--- src/rtl/game_round_controller.sv ---
// rtl/game_round_controller.sv - round sequencer feeding the game timer, with BCD score and high score
module game_round_controller #(
  parameter int OVER_HOLD_CYCLES = 150_000_000,
  parameter int SCORE_MAX_TENS   = 9
) (
  input  logic       ClockIn,
  input  logic       Reset,
  input  logic       start_key,
  input  logic       hit_pulse,
  input  logic       time_up,
  output logic       game_start,
  output logic       timer_clear,
  output logic [3:0] score_ones,
  output logic [3:0] score_tens,
  output logic [3:0] high_ones,
  output logic [3:0] high_tens,
  output logic       new_high,
  output logic [1:0] state
);

  typedef enum logic [1:0] {
    IDLE      = 2'd0,
    PLAYING   = 2'd1,
    GAME_OVER = 2'd2
  } state_t;

  localparam int                HOLD_W    = $clog2(OVER_HOLD_CYCLES + 1);
  localparam logic [HOLD_W-1:0] HOLD_LAST = HOLD_W'(OVER_HOLD_CYCLES - 1);
  localparam logic [3:0]        MAX_TENS  = 4'(SCORE_MAX_TENS);

  state_t            cur_state, nxt_state;
  logic              sync_1, sync_2, sync_3;
  logic              start_rise;
  logic [HOLD_W-1:0] hold_cnt, hold_cnt_n;
  logic              game_start_n, timer_clear_n, new_high_n;
  logic [3:0]        score_ones_n, score_tens_n, high_ones_n, high_tens_n;
  logic [3:0]        inc_ones, inc_tens, hit_ones, hit_tens;
  logic              beats_high;

  assign start_rise = sync_2 & ~sync_3;
  assign state      = cur_state;

  // Score after this cycle's hit, saturating at the maximum instead of wrapping.
  always_comb begin
    inc_ones = score_ones;
    inc_tens = score_tens;
    if (!((score_tens == MAX_TENS) && (score_ones == 4'd9))) begin
      if (score_ones == 4'd9) begin
        inc_ones = 4'd0;
        inc_tens = score_tens + 4'd1;
      end else begin
        inc_ones = score_ones + 4'd1;
      end
    end
    hit_ones   = hit_pulse ? inc_ones : score_ones;
    hit_tens   = hit_pulse ? inc_tens : score_tens;
    beats_high = (hit_tens > high_tens) ||
                 ((hit_tens == high_tens) && (hit_ones > high_ones));
  end

  always_comb begin
    nxt_state     = cur_state;
    game_start_n  = game_start;
    timer_clear_n = 1'b0;
    new_high_n    = new_high;
    score_ones_n  = score_ones;
    score_tens_n  = score_tens;
    high_ones_n   = high_ones;
    high_tens_n   = high_tens;
    hold_cnt_n    = hold_cnt;
    case (cur_state)
      IDLE: begin
        game_start_n = 1'b0;
        if (start_rise) begin
          nxt_state     = PLAYING;
          game_start_n  = 1'b1;
          timer_clear_n = 1'b1;
          new_high_n    = 1'b0;
          score_ones_n  = 4'd0;
          score_tens_n  = 4'd0;
        end
      end
      PLAYING: begin
        game_start_n = 1'b1;
        score_ones_n = hit_ones;
        score_tens_n = hit_tens;
        // While timer_clear is high the timer still shows last round's value.
        if (time_up && !timer_clear) begin
          nxt_state    = GAME_OVER;
          game_start_n = 1'b0;
          hold_cnt_n   = '0;
          if (beats_high) begin
            high_ones_n = hit_ones;
            high_tens_n = hit_tens;
            new_high_n  = 1'b1;
          end
        end
      end
      GAME_OVER: begin
        game_start_n = 1'b0;
        hold_cnt_n   = hold_cnt + HOLD_W'(1);
        if (hold_cnt == HOLD_LAST) begin
          nxt_state = IDLE;
        end
      end
      default: begin
        nxt_state    = IDLE;
        game_start_n = 1'b0;
      end
    endcase
  end

  always_ff @(posedge ClockIn) begin
    if (Reset) begin
      cur_state   <= IDLE;
      sync_1      <= 1'b0;
      sync_2      <= 1'b0;
      sync_3      <= 1'b0;
      hold_cnt    <= '0;
      game_start  <= 1'b0;
      timer_clear <= 1'b0;
      new_high    <= 1'b0;
      score_ones  <= 4'd0;
      score_tens  <= 4'd0;
      high_ones   <= 4'd0;
      high_tens   <= 4'd0;
    end else begin
      cur_state   <= nxt_state;
      sync_1      <= start_key;
      sync_2      <= sync_1;
      sync_3      <= sync_2;
      hold_cnt    <= hold_cnt_n;
      game_start  <= game_start_n;
      timer_clear <= timer_clear_n;
      new_high    <= new_high_n;
      score_ones  <= score_ones_n;
      score_tens  <= score_tens_n;
      high_ones   <= high_ones_n;
      high_tens   <= high_tens_n;
    end
  end

endmodule
--- config.mk ---
export PLATFORM = sky130hd
export DESIGN_NAME = game_round_controller
export DESIGN_NICKNAME = d
export VERILOG_FILES = /design/src/rtl/game_round_controller.sv
export SDC_FILE = /design/constraint.sdc
export NUM_CORES = 1
export LEC_CHECK = 0
export ABC_AREA = 1
export BUFFER_PORTS_ARGS = -buffer_cell sky130_fd_sc_hd__buf_2
export CORE_UTILIZATION = 50
export DETAILED_ROUTE_END_ITERATION = 10
export MAX_ROUTING_LAYER = met4
export PLACE_DENSITY = 0.75
export SLEW_MARGIN = 15
export SYNTH_ARGS = -nofsm -noshare
export SYNTH_HDL_FRONTEND = slang
export SYNTH_SLANG_ARGS = --single-unit
--- constraint.sdc ---
create_clock -name ClockIn -period 2.7 [get_ports ClockIn]
set_input_delay 0.405 -clock ClockIn [delete_from_list [all_inputs] [get_ports ClockIn]]
set_output_delay 0.405 -clock ClockIn [all_outputs]
set_load 0.01 [all_outputs]
After elaboration in Yosys (flattened, before gate mapping)
Index checks and enable logic that the tools add are counted.

Bitwise logic cells: 3. Multiplexer cells: 22. Reductions and logical operators: 14. Equal/unequal tests: 10. $add $sub $neg: 3. Magnitude comparators: 2.

Operators with widths (number): $pmux 28 s2 (1); $add 28x1->28 const B (1); $eq 28x28->1 const B (1); $mux 28 (1); $mux 4 (7); $pmux 4 s2 (2); $add 4x1->4 const B (2); $eq 4x4->1 const B (2); $gt 4x4->1 (2); $ne 2x2->1 const B (4); $mux 2 (3); $pmux 2 s3 (1); $reduce_and 3->1 (2); $mux 1 (5); $eq 4x4->1 (1); $pmux 1 s2 (2); $reduce_and 2->1 (2); $reduce_and 4->1 (1); $reduce_bool 2->1 (2); $logic_and 1x1->1 (3); $eq 2x1->1 const B (1); $eq 2x2->1 const B (1); $logic_not 2->1 (1); $not 1->1 (2); 4 further kinds (4).

Word-level logic and storage cells: 66. Register bits: 52. Output and inout port bits: 21.

Logic depth before layout (Yosys ltp)
Gate-level depths: netlist of run 1.

Depth in word-level cells: 10. Gate-level depth with buffers: 20. Depth with buffers taken out: 19.

Worst setup path before layout of run 1
No wires, ideal clock.

Path kind: flip-flop to flip-flop. From: register score_ones[0]. To: register high_ones[2]. Stages on the path, launching flop included: 20. Arrival time: 2.248 ns. Setup slack: 0.337 ns. Path buffers: 1. Path through: dfxtp_1 > ha_1 > nand2_1 > nor2_1 > nand2_1 > nor2_1 > nand2_1 > nand2_1 > inv_2 > ha_1 > inv_1 > o21bai_1 > nand2_1 > nand2_1 > nand2_1 > nand2_1 > buf_2 > nand3_1 > nand2_1 > nor2_1.

Cells in the longest elaborated chain, start to end: 8. Elaborated cells between the ends (all ways): 15. Classes of those cells: 1 x add/sub; 2 x order compare; 2 x eq/ne; 6 x mux; 4 x reduce/logical.

Ends and longest elaborated chain: start, declared (RTL line 13) `output logic [3:0] score_ones,`; start signal, assigned (RTL line 136) `score_ones <= score_ones_n;`; $eq 4x4->1 * (RTL line 47, 48); $mux 4 / $logic_and 1x1->1 (equally long branches) (RTL line 48, 47); $mux 4 * (RTL line 47) `if (!((score_tens == MAX_TENS) && (score_ones == 4'd9))) begin`; $mux 4 * (RTL line 56) `hit_tens = hit_pulse ? inc_tens : score_tens;`; named net hit_tens[1] (RTL line 37) `logic [3:0] inc_ones, inc_tens, hit_ones, hit_tens;`; parallel branches: the longest is 2 deep, another holds $gt 4x4->1; $logic_or 1x1->1 * (RTL line 57) `beats_high = (hit_tens > high_tens) ||`; $reduce_and 3->1 (no line) *; end signal, assigned (RTL line 138) `high_ones <= high_ones_n;`; end, declared (RTL line 15) `output logic [3:0] high_ones,`.

Mark *: on every way through the listed nets, which the timed path passes. A chain may end at the register's enable or synchronous reset.

Final worst setup path of run 1
From: register score_ones[1]. To: register high_ones[2].

Same word-level chain as after synthesis.

==> metrics.md, run 1 <==
| Metric | Value |
|---|---|
| Post-Syn Area per Cell | 6.46 um2 |
| Vert. Die Dim | 80.4 um |
| I/O pin total | 26 |
| Die area | 6470 um2 |
| H-tree level count | 2 |
| Max cap viols | 0 |
| Core footprint | 5920 um2 |
| Worst skew pair latency | 310 ps |
| GRT Total Usage | 0.237 |
| Synth Register Bits | 52 |
| Syn Nets | 494 |
| Final Setup Violations | 0 |
| Yosys warns | 0 |
| Leading area contributor after synthesis | dfxtp_1 |
| Required @ worst endpoint | 2920 ps |
| FFs w/ async S/R, synth | 0 |
| Sequential fraction of the synthesis area | 0.338 |
| Synthesis-to-layout area growth | 10.7% |
| Top-count cell post-synth | nand2_1 |
| Placed insts | 572 |
| GPL Wtd Cong | 0.870 |
| Final Hold Viols | 0 |
| GRT overflow | 0 |
| Hold Path Depth | 3 |
| FMAX | 0.406 GHz |
| Hold_buf cts | 0 |
| Largest net degree at the start of global routing | 30 |
| Status | finished, final reports clean |
| Share of layout cells above drive strength 1 | 0.141 |
| Port bufs | 25 |
| LEAKAGE | 0.00147 uW |
| Syn Inst Count | 476 |
| HPWL Detailed | 5220 um |
| Clock Tree Buf Depth | 2 |
| First-pass GRT wire length | 11,600 um |
| CP Max Fanout | 9 |
| Ys flop type | dfxtp_1 |
| Vias in the first global route | 2,685 |
| WHS | 280 ps |
| Final Total Pwr | 1680 uW |
| Setup TNS | 0 ps |
| Arrival time worst endpoint | 2680 ps |
| Antenna Nets Post-Route | 0 |
| Remaining DRCs | 0 |
| Slew HR | 0.412 |
| Mapped Area | 3080 um2 |
| Worst Setup End Kind | register |
| DRT Wirelength | 7050 um |
| Tcrit/Tclk final | 0.912 |
| Initial antenna violation count | 0 |
| Slew Viols, Final | 0 |
| Die Width | 80.4 um |
| Root Driver | clkbuf_8 |
| Initial Utilization | 0.520 |
| Reg2reg path depth | 20 |
| Reg2Reg Launch Point | score_ones[1]$_SDFFE_PP0P_ |
| Top cells by area, synth | dfxtp_1, nand2_1, inv_1 |
| Clock slew at reported path FFs | 110 ps |
| Worst slew pin tran | 881 ps |
| Routed wire per std cell | 12.2 um |
| Worst min-delay path class | in -> reg |
| PostCTS Resize Cnt | 0 |
| Ant. Diodes | 0 |
| Post-synth top area share | 0.338 |
| First-pass iteration count of the detailed router | 4 |
| Num CTS Buffers | 5 |
| CP Class | reg -> reg |
| Setup crit start | score_ones[1]$_SDFFE_PP0P_ |
| Synth unique cells | 32 |
| CP Launch Type | register |
| Cell Pwr Density | 494 nW/um2 |
| CTS tree | built |
| Num rows | 28 |
| Vias per cell | 5.14 |
| Setup Skew | 7.69 ps |
| Post-Layout Cell Count | 580 |
| FF-to-FF setup slack | 240 ps |
| Number of synthesized flops with an enable pin | 0 |
| Min cycle time layout | 2460 ps |
| Initial drt markers | 123 |
| Hold path start | start_key |
| Unrepaired setup endpoints after global routing | no |
| Routed vias | 2,982 |
| Setup Fix Bufs, Post-CTS | 0 |
| Maximum VDD drop | 0.000333 V |
| Post-synth top cells | nand2_1, inv_1, nor2_1 |
| Final nets | 522 |
| Clock Sinks | 52 |
placed cells by master, fill, tap and decap left out:
cell type   instances
ha_1               13
nand4_1             8
nand2_1           131
a22oi_1             1
inv_2               3
inv_8               1
inv_1              68
nand2_4             1
dfxtp_1            50
o21ai_2             2
buf_4               7
nor2_8              1
o21ai_0            17
nor2_4              5
nand3b_1            1
o211ai_1            3
xor2_1              1
o21bai_1            2
a211oi_1            2
o21a_1              1
nand2_2             5
nand3_1            31
or2_1               1
a21oi_1            40
nand3_4             2
o21ai_1             3
clkinv_4            1
dfxtp_2             2
clkbuf_8            5
nor2_2              9
buf_2              25
nand3_2             1
nor3_1              4
clkinvlp_4          1
nor2_1             56
xnor2_1             1
worst paths after layout:
path	end
min reg2reg	sync_2$_SDFF_PP0_
max	high_ones[2]$_SDFFE_PP0P_
max reg2reg	high_ones[2]$_SDFFE_PP0P_
min	sync_1$_SDFF_PP0_
area by class of cell:
type	instances	area (um2)
Sequential cell	52	1040
Fill cell	615	2520
Inverter	71	267
Timing Repair Buffer	32	178
Clock buffer	5	68.8
Tap cell	75	93.8
Clock inverter	3	27.5
Multi-Input combinational cell	342	1730
critical path: stages, from the launching register on:
cell	delay [ps]
dfxtp_1	380
inv_1	80
ha_1	160
nand2_1	60
nor2_1	140
nand2_1	100
nor2_2	170
nand2_1	80
nand2_1	110
inv_2	50
ha_1	290
inv_1	40
o21bai_1	110
nand2_1	70
nand2_1	60
nand2_1	40
nand2_1	70
buf_4	160
nand3_1	80
nand2_1	60
nor2_1	50
routing by layer:
| metal | track usage | wire length, um | up-vias |
|---|---|---|---|
| met2 | 0.429 | 3560 | 49 |
| li1 | - | - | 1555 |
| met4 | 0.0679 | 52 | 0 |
| met3 | 0.0386 | 224 | 4 |
| met1 | 0.267 | 3220 | 1374 |
| met5 | - | 0 | - |
cell families after synthesis:
family,count (synthesis),synth area share
buffers and inverters,82,0.104
AND/OR/NAND/NOR,256,0.374
AO/OA/AOI/OAI,71,0.125
flip-flops,52,0.338
adder cells (fa/ha/maj),13,0.0529
XOR/XNOR,2,0.00569
sequential cells by signal, indices dropped and copies added (netlist names):
signal	count
hold_cnt	28
high_ones	4
high_tens	4
score_ones	4
score_tens	4
state	2
game_start	1
new_high	1
sync_1	1
sync_2	1
sync_3	1
timer_clear	1
power by group:
group | leakage (uW) | internal [uW] | switching (uW) | total [uW]
sequential | 0.000421 | 798 | 25.1 | 823
combinational | 0.00100 | 131 | 248 | 379
clock | 0.0000463 | 191 | 288 | 479
through the flow:
step           setup WS, ps  utilization  area (um2)
6_report                237        0.575        3400
3_5_place_dp            222        0.557        3300
5_1_grt                2.11        0.575        3400
3_3_place_gp            307        0.557        3300
4_1_cts                 176        0.573        3390
2_1_floorplan           337            -        3080
(Power assumes the default switching activity.)
==> run 2: changes to the inputs <==
--- a/config.mk
+++ b/config.mk
@@ -10,7 +10,7 @@
 export CORE_UTILIZATION = 50
 export DETAILED_ROUTE_END_ITERATION = 10
 export MAX_ROUTING_LAYER = met4
-export PLACE_DENSITY = 0.75
+export PLACE_DENSITY = 0.77
 export SLEW_MARGIN = 15
 export SYNTH_ARGS = -nofsm -noshare
 export SYNTH_HDL_FRONTEND = slang
==> constraint.sdc (replaced) <==
create_clock -name ClockIn -period 2.1 [get_ports ClockIn]
set_input_delay 0.315 -clock ClockIn [delete_from_list [all_inputs] [get_ports ClockIn]]
set_output_delay 0.315 -clock ClockIn [all_outputs]
set_load 0.01 [all_outputs]
==> metrics.md, run 2 (synthesis gave the netlist of run 1 again) <==
| Metric | Value |
|---|---|
| Status | complete, but fails checks (was finished, final reports clean) |
| Failing checks | setup timing |
| Worst slew pin tran | 361 ps (was 881 ps) |
| Max reg flops | 28 (unchanged) |
| Vert. Die Dim | 80.4 um (unchanged) |
| Clock Tree Buf Depth | 2 (unchanged) |
| Largest Register | hold_cnt (unchanged) |
| Hold_buf cts | 0 (unchanged) |
| Slowest cell on crit path | dfxtp_4 (was dfxtp_1) |
| CTS tree | built (unchanged) |
| Reg2Reg Launch Point | score_ones[1]$_SDFFE_PP0P_ (unchanged) |
| Most frequent cells in the layout | nand2_1, inv_1, nor2_1 (unchanged) |
| Antenna Nets Post-Route | 0 (unchanged) |
| DP Worst Slack | -222 ps (was 222 ps) |
| Initial drt markers | 174 (was 123) |
| Setup crit start | score_ones[1]$_SDFFE_PP0P_ (unchanged) |
| Sw frac | 0.352 (was 0.334) |
| First-pass iteration count of the detailed router | 4 (unchanged) |
| Reg area | 1050 um2 (was 1040 um2) |
| Routed wire per std cell | 13.6 um (was 12.2 um) |
| GRT overflow | 0 (unchanged) |
| Commonest non-fill, non-tap cell in the layout | nand2_1 (unchanged) |
| Comb power frac | 0.315 (was 0.226) |
| Setup Skew | 15.4 ps (was 7.69 ps) |
| Ant. Diodes | 0 (unchanged) |
| Maximum VDD drop | 0.000421 V (was 0.000333 V) |
| Post-route setup slack | -188 ps (was 237 ps) |
| Synthesis-to-layout area growth | 32.5% (was 10.7%) |
| Clk pwr share | 0.272 (was 0.285) |
| Fill cell count | 480 (was 615) |
| CP Max Fanout | 5 (was 9) |
| Worst skew pair latency | 310 ps (about the same) |
| Switching power | 905 uW (was 562 uW) |
| Num CTS Buffers | 5 (unchanged) |
| Share of layout cells above drive strength 1 | 0.311 (was 0.141) |
| Required @ worst endpoint | 2320 ps (was 2920 ps) |
| Max cap viols | 0 (unchanged) |
| GRT Total Usage | 0.279 (was 0.237) |
| Worst Setup End Kind | register (unchanged) |
| FF-to-FF setup slack | -190 ps (was 240 ps) |
| I/O pin total | 26 (unchanged) |
| CP Capture Point | high_ones[1]$_SDFFE_PP0P_ (was high_ones[2]$_SDFFE_PP0P_) |
| Initial antenna violation count | 0 (unchanged) |
| WP depth | 19 (was 20) |
| Core footprint | 5920 um2 (unchanged) |
| Final nets | 567 (was 522) |
| First-pass GRT wire length | 13,600 um (was 11,600 um) |
| Num rows | 28 (unchanged) |
| Largest delay contributor family on the critical path | simple AND/OR/NAND/NOR gates (unchanged) |
| Port bufs | 25 (unchanged) |
| Final Setup Violations | 9 (was 0) |
| H-tree level count | 2 (unchanged) |
| Reg2reg path depth | 19 (was 20) |
| Die area | 6470 um2 (unchanged) |
| DRT Wirelength | 8490 um (was 7050 um) |
| LEAKAGE | 0.00174 uW (was 0.00147 uW) |
| Slew Viols, Final | 0 (unchanged) |
| Remaining DRCs | 0 (unchanged) |
| Vias in the first global route | 3,099 (was 2,685) |
| Setup TNS | -1440 ps (was 0 ps) |
| Arrival time worst endpoint | 2510 ps (was 2680 ps) |
| Slew HR | 0.759 (was 0.412) |
| Crit path cell chain | inv_2, ha_4, nand2_2, nor2_4, nand2_2, nor2_4, nand2_1, nand2_2, inv_2, ha_4, inv_2, o21bai_1, nand2_1, nand2_2, nand2_4, nand2_8, nand3_2, nand2_1, nor2_1 (was inv_1, ha_1, nand2_1, nor2_1, nand2_1, nor2_2, nand2_1, nand2_1, inv_2, ha_1, inv_1, o21bai_1, nand2_1, nand2_1, nand2_1, nand2_1, buf_4, nand3_1, nand2_1, nor2_1) |
| Util after Layout | 0.689 (was 0.575) |
| Unrepaired setup endpoints after global routing | yes (was no) |
| FMAX | 0.437 GHz (was 0.406 GHz) |
| Reg2reg end | high_ones[1]$_SDFFE_PP0P_ (was high_ones[2]$_SDFFE_PP0P_) |
| Min cycle time layout | 2290 ps (was 2460 ps) |
| Clock slew at reported path FFs | 110 ps (about the same) |
| Register share of total power | 0.413 (was 0.489) |
| Worst min-delay path class | in -> reg (unchanged) |
| Internal Power | 1670 uW (was 1120 uW) |
| Initial Utilization | 0.520 (unchanged) |
| Clock Sinks | 52 (unchanged) |
| Final Hold Viols | 0 (unchanged) |
| Routed vias | 3,277 (was 2,982) |
| Largest net degree at the start of global routing | 30 (unchanged) |
| Area of the multi-input gates | 2050 um2 (was 1730 um2) |
| CP Class | reg -> reg (unchanged) |
| Max incr delay on CP | 360 ps (was 380 ps) |
| Vias per cell | 5.24 (was 5.14) |
| CP dominant cell by count | nand2_2 (was nand2_1) |
| GPL Wtd Cong | 0.924 (was 0.870) |
| Cell Pwr Density | 631 nW/um2 (was 494 nW/um2) |
| Tcrit/Tclk final | 1.09 (was 0.912) |
| Die Width | 80.4 um (unchanged) |
| HPWL Detailed | 5420 um (was 5220 um) |
| Root Driver | clkbuf_8 (unchanged) |
| CP Launch Type | register (unchanged) |
| WP buf/inv | 3 (was 4) |
run 2: tightest hold or removal path, stage by stage:
cell	delay [ps]
buf_2	90
inv_1	40
nor2_1	30
run 2: repair_timing:
action	in CTS	in global routing
pin swaps	18	31
buffers inserted	14	4
cloned	2	0
resized for setup	31	36
endpoints found under the setup margin	9	9
run 2: metal layers:
| layer | global-route usage | part of all wire |
|---|---|---|
| met2 | 0.506 | 0.51 |
| met4 | 0.0929 | 0.027 |
| met3 | 0.0386 | 0.031 |
| met5 | - | 0 |
| met1 | 0.313 | 0.43 |
run 2: stage by stage:
step,power (uW),cells,hold slack [ps],area [um2]
2_1_floorplan,1440,476,388,3130
3_3_place_gp,1560,598,389,3540
3_5_place_dp,1570,598,398,3540
4_1_cts,2460,622,199,3910
5_1_grt,2690,625,209,4080
6_report,2570,625,208,4080
run 2: area by class of cell:
| type | instances | share of cell area |
|---|---|---|
| clock buffer | 5 | 0.0169 |
| clock inverter | 3 | 0.0104 |
| inverter | 71 | 0.0654 |
| multi-input combinational | 344 | 0.503 |
| sequential | 52 | 0.258 |
| tap | 75 | 0.0230 |
| timing repair buffer | 75 | 0.124 |
run 2: power groups by stage:
| stage | registers (uW) | clock network (uW) | logic (uW) |
|---|---|---|---|
| 6_report | 1060 | 699 | 811 |
| 5_1_grt | 1070 | 753 | 872 |
| 4_1_cts | 1060 | 707 | 692 |
| 3_5_place_dp | 1080 | 0 | 493 |
| 3_3_place_gp | 1080 | 0 | 478 |
| 2_1_floorplan | 1090 | 0 | 343 |
run 2: worst min path at each step:
stage | startpoint | end | slack (ps) | depth (start not counted)
2_1_floorplan | sync_1$_SDFF_PP0_ | sync_2$_SDFF_PP0_ | 390 | 2
5_1_grt | start_key | sync_1$_SDFF_PP0_ | 210 | 3
4_1_cts | start_key | sync_1$_SDFF_PP0_ | 200 | 3
3_3_place_gp | sync_1$_SDFF_PP0_ | sync_2$_SDFF_PP0_ | 390 | 2
3_5_place_dp | sync_1$_SDFF_PP0_ | sync_2$_SDFF_PP0_ | 400 | 2
6_report | start_key | sync_1$_SDFF_PP0_ | 210 | 3
